===== src/rtl/bg_writer.sv =====
// Background map writer: streams raster-order pixels into a 320x240 memory region at a map base.
// Optional constant-colour FILL mode is compiled in when BG_WRITER_FILL_EN is defined.
module bg_writer #(
  parameter int unsigned WIDTH   = 320,
  parameter int unsigned HEIGHT  = 240,
  parameter int unsigned ADDR_W  = 18,
  parameter int unsigned DATA_W  = 4,
  parameter int unsigned OFFSET0 = 1707,
  parameter int unsigned OFFSET1 = 78507
) (
  input  logic              Clk,
  input  logic              Reset_n,
  input  logic              start,
  input  logic              mapSelect,
  input  logic [DATA_W-1:0] pixIn,
  input  logic              pixValid,
`ifdef BG_WRITER_FILL_EN
  input  logic              fillEn,
  input  logic [DATA_W-1:0] fillColor,
`endif
  output logic              pixReady,
  output logic [ADDR_W-1:0] wrAddr,
  output logic [DATA_W-1:0] wrData,
  output logic              wrEn,
  output logic              busy,
  output logic              done
);

  localparam int unsigned XW = (WIDTH > 1) ? $clog2(WIDTH) : 1;
  localparam int unsigned YW = (HEIGHT > 1) ? $clog2(HEIGHT) : 1;
  localparam logic [XW-1:0] XLast = XW'(WIDTH - 1);
  localparam logic [YW-1:0] YLast = YW'(HEIGHT - 1);
  localparam logic [ADDR_W-1:0] Base0 = ADDR_W'(OFFSET0);
  localparam logic [ADDR_W-1:0] Base1 = ADDR_W'(OFFSET1);

  typedef enum logic [1:0] {
    StIdle,
    StLoad
`ifdef BG_WRITER_FILL_EN
    , StFill
`endif
  } state_e;

  state_e            stateQ, stateD;
  logic [ADDR_W-1:0] addrCntQ, addrCntD;
  logic [XW-1:0]     xQ, xD;
  logic [YW-1:0]     yQ, yD;
  logic [ADDR_W-1:0] wrAddrQ, wrAddrD;
  logic [DATA_W-1:0] wrDataQ, wrDataD;
  logic              wrEnQ, wrEnD;
  logic              doneQ, doneD;
  logic              beat;
  logic [DATA_W-1:0] beatData;

  always_comb begin
    stateD   = stateQ;
    addrCntD = addrCntQ;
    xD       = xQ;
    yD       = yQ;
    wrAddrD  = wrAddrQ;
    wrDataD  = wrDataQ;
    wrEnD    = 1'b0;
    doneD    = 1'b0;
    beat     = 1'b0;
    beatData = pixIn;

    unique case (stateQ)
      StIdle: begin
        if (start) begin
          addrCntD = mapSelect ? Base1 : Base0;
          xD       = '0;
          yD       = '0;
          stateD   = StLoad;
`ifdef BG_WRITER_FILL_EN
          if (fillEn) stateD = StFill;
`endif
        end
      end
      StLoad: beat = pixValid;
`ifdef BG_WRITER_FILL_EN
      StFill: begin
        beat     = 1'b1;
        beatData = fillColor;
      end
`endif
      default: stateD = StIdle;
    endcase

    // Running address counter replaces base + y*WIDTH + x
    if (beat) begin
      wrAddrD  = addrCntQ;
      wrDataD  = beatData;
      wrEnD    = 1'b1;
      addrCntD = addrCntQ + 1'b1;
      if (xQ == XLast) begin
        xD = '0;
        yD = yQ + 1'b1;
        if (yQ == YLast) begin
          yD     = '0;
          stateD = StIdle;
          doneD  = 1'b1;
        end
      end else begin
        xD = xQ + 1'b1;
      end
    end
  end

  always_ff @(posedge Clk or negedge Reset_n) begin
    if (!Reset_n) begin
      stateQ   <= StIdle;
      addrCntQ <= '0;
      xQ       <= '0;
      yQ       <= '0;
      wrAddrQ  <= '0;
      wrDataQ  <= '0;
      wrEnQ    <= 1'b0;
      doneQ    <= 1'b0;
    end else begin
      stateQ   <= stateD;
      addrCntQ <= addrCntD;
      xQ       <= xD;
      yQ       <= yD;
      wrAddrQ  <= wrAddrD;
      wrDataQ  <= wrDataD;
      wrEnQ    <= wrEnD;
      doneQ    <= doneD;
    end
  end

  assign pixReady = (stateQ == StLoad);
  assign busy     = (stateQ != StIdle);
  assign wrAddr   = wrAddrQ;
  assign wrData   = wrDataQ;
  assign wrEn     = wrEnQ;
  assign done     = doneQ;

endmodule

===== config.mk =====
export PLATFORM = sky130hd
export DESIGN_NAME = bg_writer
export DESIGN_NICKNAME = d
export VERILOG_FILES = /design/src/rtl/bg_writer.sv
export SDC_FILE = /design/constraint.sdc
export NUM_CORES = 1
export LEC_CHECK = 0
export ABC_AREA = 1
export CAP_MARGIN = 25
export CELL_PAD_IN_SITES_DETAIL_PLACEMENT = 0
export CELL_PAD_IN_SITES_GLOBAL_PLACEMENT = 2
export CORE_UTILIZATION = 36
export CTS_BUF_LIST = sky130_fd_sc_hd__clkbuf_8
export DETAILED_ROUTE_END_ITERATION = 12
export GPL_TIMING_DRIVEN = 0
export HOLD_SLACK_MARGIN = 0.02
export PLACE_DENSITY_LB_ADDON = 0.1
export SKIP_CTS_REPAIR_TIMING = 1
export SYNTH_ARGS = -nofsm -noshare
export SYNTH_HDL_FRONTEND = slang
export SYNTH_SLANG_ARGS = --single-unit

===== constraint.sdc =====
create_clock -name Clk -period 3.9 [get_ports Clk]
set_input_delay 0.585 -clock Clk [delete_from_list [all_inputs] [get_ports Clk]]
set_output_delay 0.585 -clock Clk [all_outputs]
set_load 0.005 [all_outputs]

==> impl_metrics.csv <==
group,metric,value,unit
status,status,"completed",
power_and_ir_drop,p_total,1530,µW
grt,grt_pass1_wl,11.8,mm
worst_setup_path,end_kind,"output port",
route,routed_wl,6.94,mm
timing,slew_headroom,0.473,
worst_setup_path,critPathBufInv,3,
worst_setup_path,path_cells,"inv_2 -> nand2_1 -> inv_1 -> clkdlybuf4s50_1",
synth,netlist_area,3010,µm²
run,max_cap_violations,0,
synth,syn_nets,396,
synth,synth_warnings,0,
final_layout,utilization,0.461,
worst_setup_path,rrSetupSlack,2.35,ns
final_layout,layout_commonest_cell,"nand2_1",
final_layout,final_cell_mix,"nand2_1, dfrtp_1, inv_1",
clock_network,path_clk_slew,0.07,ns
timing,report.final.slew_viol_count,0,
timing,fmax,497,MHz
worst_setup_path,path_max_fanout,4,
worst_setup_path,cpPeakStageDelay,0.49,ns
timing,timing.final.ws_setup,1.89,ns
synth,yosysSeqAreaShare,0.508,
clock_network,cts_made_buffers,9,
grt,grt_use_total,0.181,
final_layout,area_growth,21.0,%
worst_setup_path,worstPathArrival,1.43,ns
grt,grt_overflow_total,0,
final_layout,drive_gt1_frac,0.0972,
placed_design,place_area,3470,µm²
power_and_ir_drop,pwr-share-clk,0.320,
floorplanning,rows,32,
route,via_per_inst,4.74,
clock_network,clock_sinks,61,
synth,synth_seq_cells,61,
route,wl_per_cell,13.0,µm
route,drt_iter0_markers,74,
power_and_ir_drop,p_per_area,422,nW/µm²
clock_network,ctsRootBufferMaster,"clkbuf_8",
route,drtAntennaViolNets,0,
grt,grt_max_degree,62,
timing,finalCritPeriodShare,0.516,
floorplanning,io_pins,35,
synth,ys_types,28,
synth,synth_compound_area_frac,0.0845,
route,drt_pass1_iterations,4,
worst_setup_path,worstSetupStartpointType,"register",
power_and_ir_drop,intPower,1110,µW
power_and_ir_drop,power.leakage,0.00174,µW
clock_network,cts_buffer_depth,2,
clock_network,h-tree-depth,3,
min_path,min_path_type,"in -> async",
grt,antenna_found_initial,0,
final_layout,finalInstanceArea,3640,µm²
timing,worst_pin_slew,0.791,ns
worst_setup_path,path_class,"reg -> out",
timing,period_minus_slack,2.01,ns
synth,synthSimpleGateAreaFrac,0.306,
final_layout,fin_nets,441,
synth,synth_fa_ha_area_frac,0.0125,
floorplanning,die_h,93.4,µm
power_and_ir_drop,ir_drop,0.000217,V
synth,syn_area_per_cell,7.83,µm²
route,drc_errors,0,
floorplanning,dieArea,8720,µm²
power_and_ir_drop,combinationalPowerShare,0.181,
timing,fin_tns_setup,0,ns
final_layout,antenna_cells,0,
placed_design,hpwlAfterDp,4.93,mm
timing,rsz0062_at_grt,"false",
synth,synth-xor-area-share,0.0146,
worst_setup_path,cpLargestDelayFamily,"buffers and inverters",
floorplanning,die_x,93.4,µm
placed_design,post-place-ws,1.86,ns
synth,synthCells,384,
route,vias,2531,
floorplanning,core,7890,µm²
synth,synth_top_family_by_area,"simple AND/OR/NAND/NOR gates",
power_and_ir_drop,seqPwrFrac,0.499,
timing,hold_viol,0,
power_and_ir_drop,switching_power,422,µW
placed_design,gp_congestion,0.754,
grt,grt_pass1_vias,2397,
power_and_ir_drop,sw_frac_of_total,0.275,
floorplanning,initial_utilization,0.381,
worst_setup_path,worst-endpoint-required,3.31,ns
worst_setup_path,crit_slowest_cell,"clkdlybuf4s50_1",
timing,fin_skew,0.00673,ns
timing,finalSetupViolCount,0,
placed_design,io_buffers,34,
clock_network,clock_latency,0.34,ns
synth,synthMuxAreaShare,0,
clock_network,cts_tree,"built",
==> power groups by stage <==
stage	Sequential (µW)	Combinational (µW)	Clock [µW]
after floorplan	773	120	0
after global placement	775	279	0
after detailed placement	778	282	0
after CTS	766	284	513
after global routing	776	319	543
final	765	278	491
==> worst reg2reg max path: cells and delay by family, from the launching register on <==
kind          cells  cell delay, ns
simple gates      7            0.82
flops             1            0.40
fa+ha+maj         1            0.22
==> cell families (layout without fill, tap and decap cells) <==
family / after synthesis / after routing
compound gates: 48 / 48
xor+xnor: 5 / 5
fa+ha+maj: 3 / 3
buf+inv: 55 / 103
flops: 61 / 61
other cells: 1 / 1
simple gates: 211 / 211
==> per-stage QoR <==
stage / hold slack (ns) / instances
floorplan: 0.289 / 384
global placement: 0.461 / 520
detailed placement: 0.468 / 520
CTS: 0.355 / 534
global route: 0.385 / 534
finish: 0.319 / 534
==> registers in the layout, indices dropped and copies added, names as in the netlist <==
| name | count |
|---|---|
| xQ | 9 |
| yQ | 8 |
| wrData | 4 |
| wrEn | 1 |
| stateQ | 2 |
| done | 1 |
| wrAddr | 18 |
| addrCntQ | 18 |
==> cells in the mapped netlist <==
| master | count | share of area |
|---|---|---|
| a21oi_1 | 8 | 0.013 |
| a22o_1 | 1 | 0.0029 |
| buf_2 | 7 | 0.012 |
| buf_4 | 1 | 0.0025 |
| clkinv_1 | 1 | 0.0012 |
| clkinv_2 | 1 | 0.0017 |
| conb_1 | 1 | 0.0012 |
| dfrtp_1 | 61 | 0.51 |
| ha_1 | 3 | 0.012 |
| inv_1 | 41 | 0.051 |
| inv_2 | 4 | 0.0050 |
| nand2_1 | 124 | 0.15 |
| nand2_2 | 2 | 0.0042 |
| nand3_1 | 24 | 0.040 |
| nand3_2 | 2 | 0.0067 |
| nand3_4 | 1 | 0.0058 |
| nand4_1 | 5 | 0.010 |
| nor2_1 | 39 | 0.049 |
| nor2_2 | 5 | 0.010 |
| nor2_4 | 4 | 0.015 |
| nor3_1 | 4 | 0.0067 |
| nor3_2 | 1 | 0.0033 |
| o21a_1 | 2 | 0.0050 |
| o21ai_0 | 11 | 0.018 |
| o21ai_1 | 22 | 0.037 |
| o22ai_1 | 4 | 0.0083 |
| xnor2_1 | 1 | 0.0029 |
| xor2_1 | 4 | 0.012 |
==> metal layers <==
| layer | up-vias | part of all wire | GRT usage |
|---|---|---|---|
| met5 | - | 0 | 0 |
| met4 | 0 | 0.017 | 0.0731 |
| met3 | 11 | 0.040 | 0.0447 |
| met2 | 53 | 0.42 | 0.267 |
| met1 | 1167 | 0.53 | 0.254 |
| li1 | 1300 | - | - |
==> cell type report <==
type | count | area (µm²)
inverters | 47 | 178
well taps | 102 | 128
clock buffers | 11 | 151
multi-input cells | 268 | 1260
clock inverters | 3 | 13.8
flip-flops and latches | 61 | 1530
repair buffers | 34 | 338
plain buffers | 8 | 42.5
fillers | 832 | 4250
==> path summary, 6_finish.rpt <==
check | from | end | cells past startpoint
max in group asynchronous | Reset_n | addrCntQ[1]$_DFFE_PN0P_ | 1
setup reg to reg | xQ[0]$_DFFE_PN0P_ | yQ[3]$_DFF_PN0_ | 8
hold reg to reg | wrData[1]$_DFFE_PN0P_ | wrData[1]$_DFFE_PN0P_ | 2
hold / removal | Reset_n | xQ[5]$_DFFE_PN0P_ | 1
min in group Clk | wrData[1]$_DFFE_PN0P_ | wrData[1]$_DFFE_PN0P_ | 2
setup / recovery | stateQ[1]$_DFF_PN0_ | pixReady | 4
No activity file was read; power rests on OpenSTA's default activity.
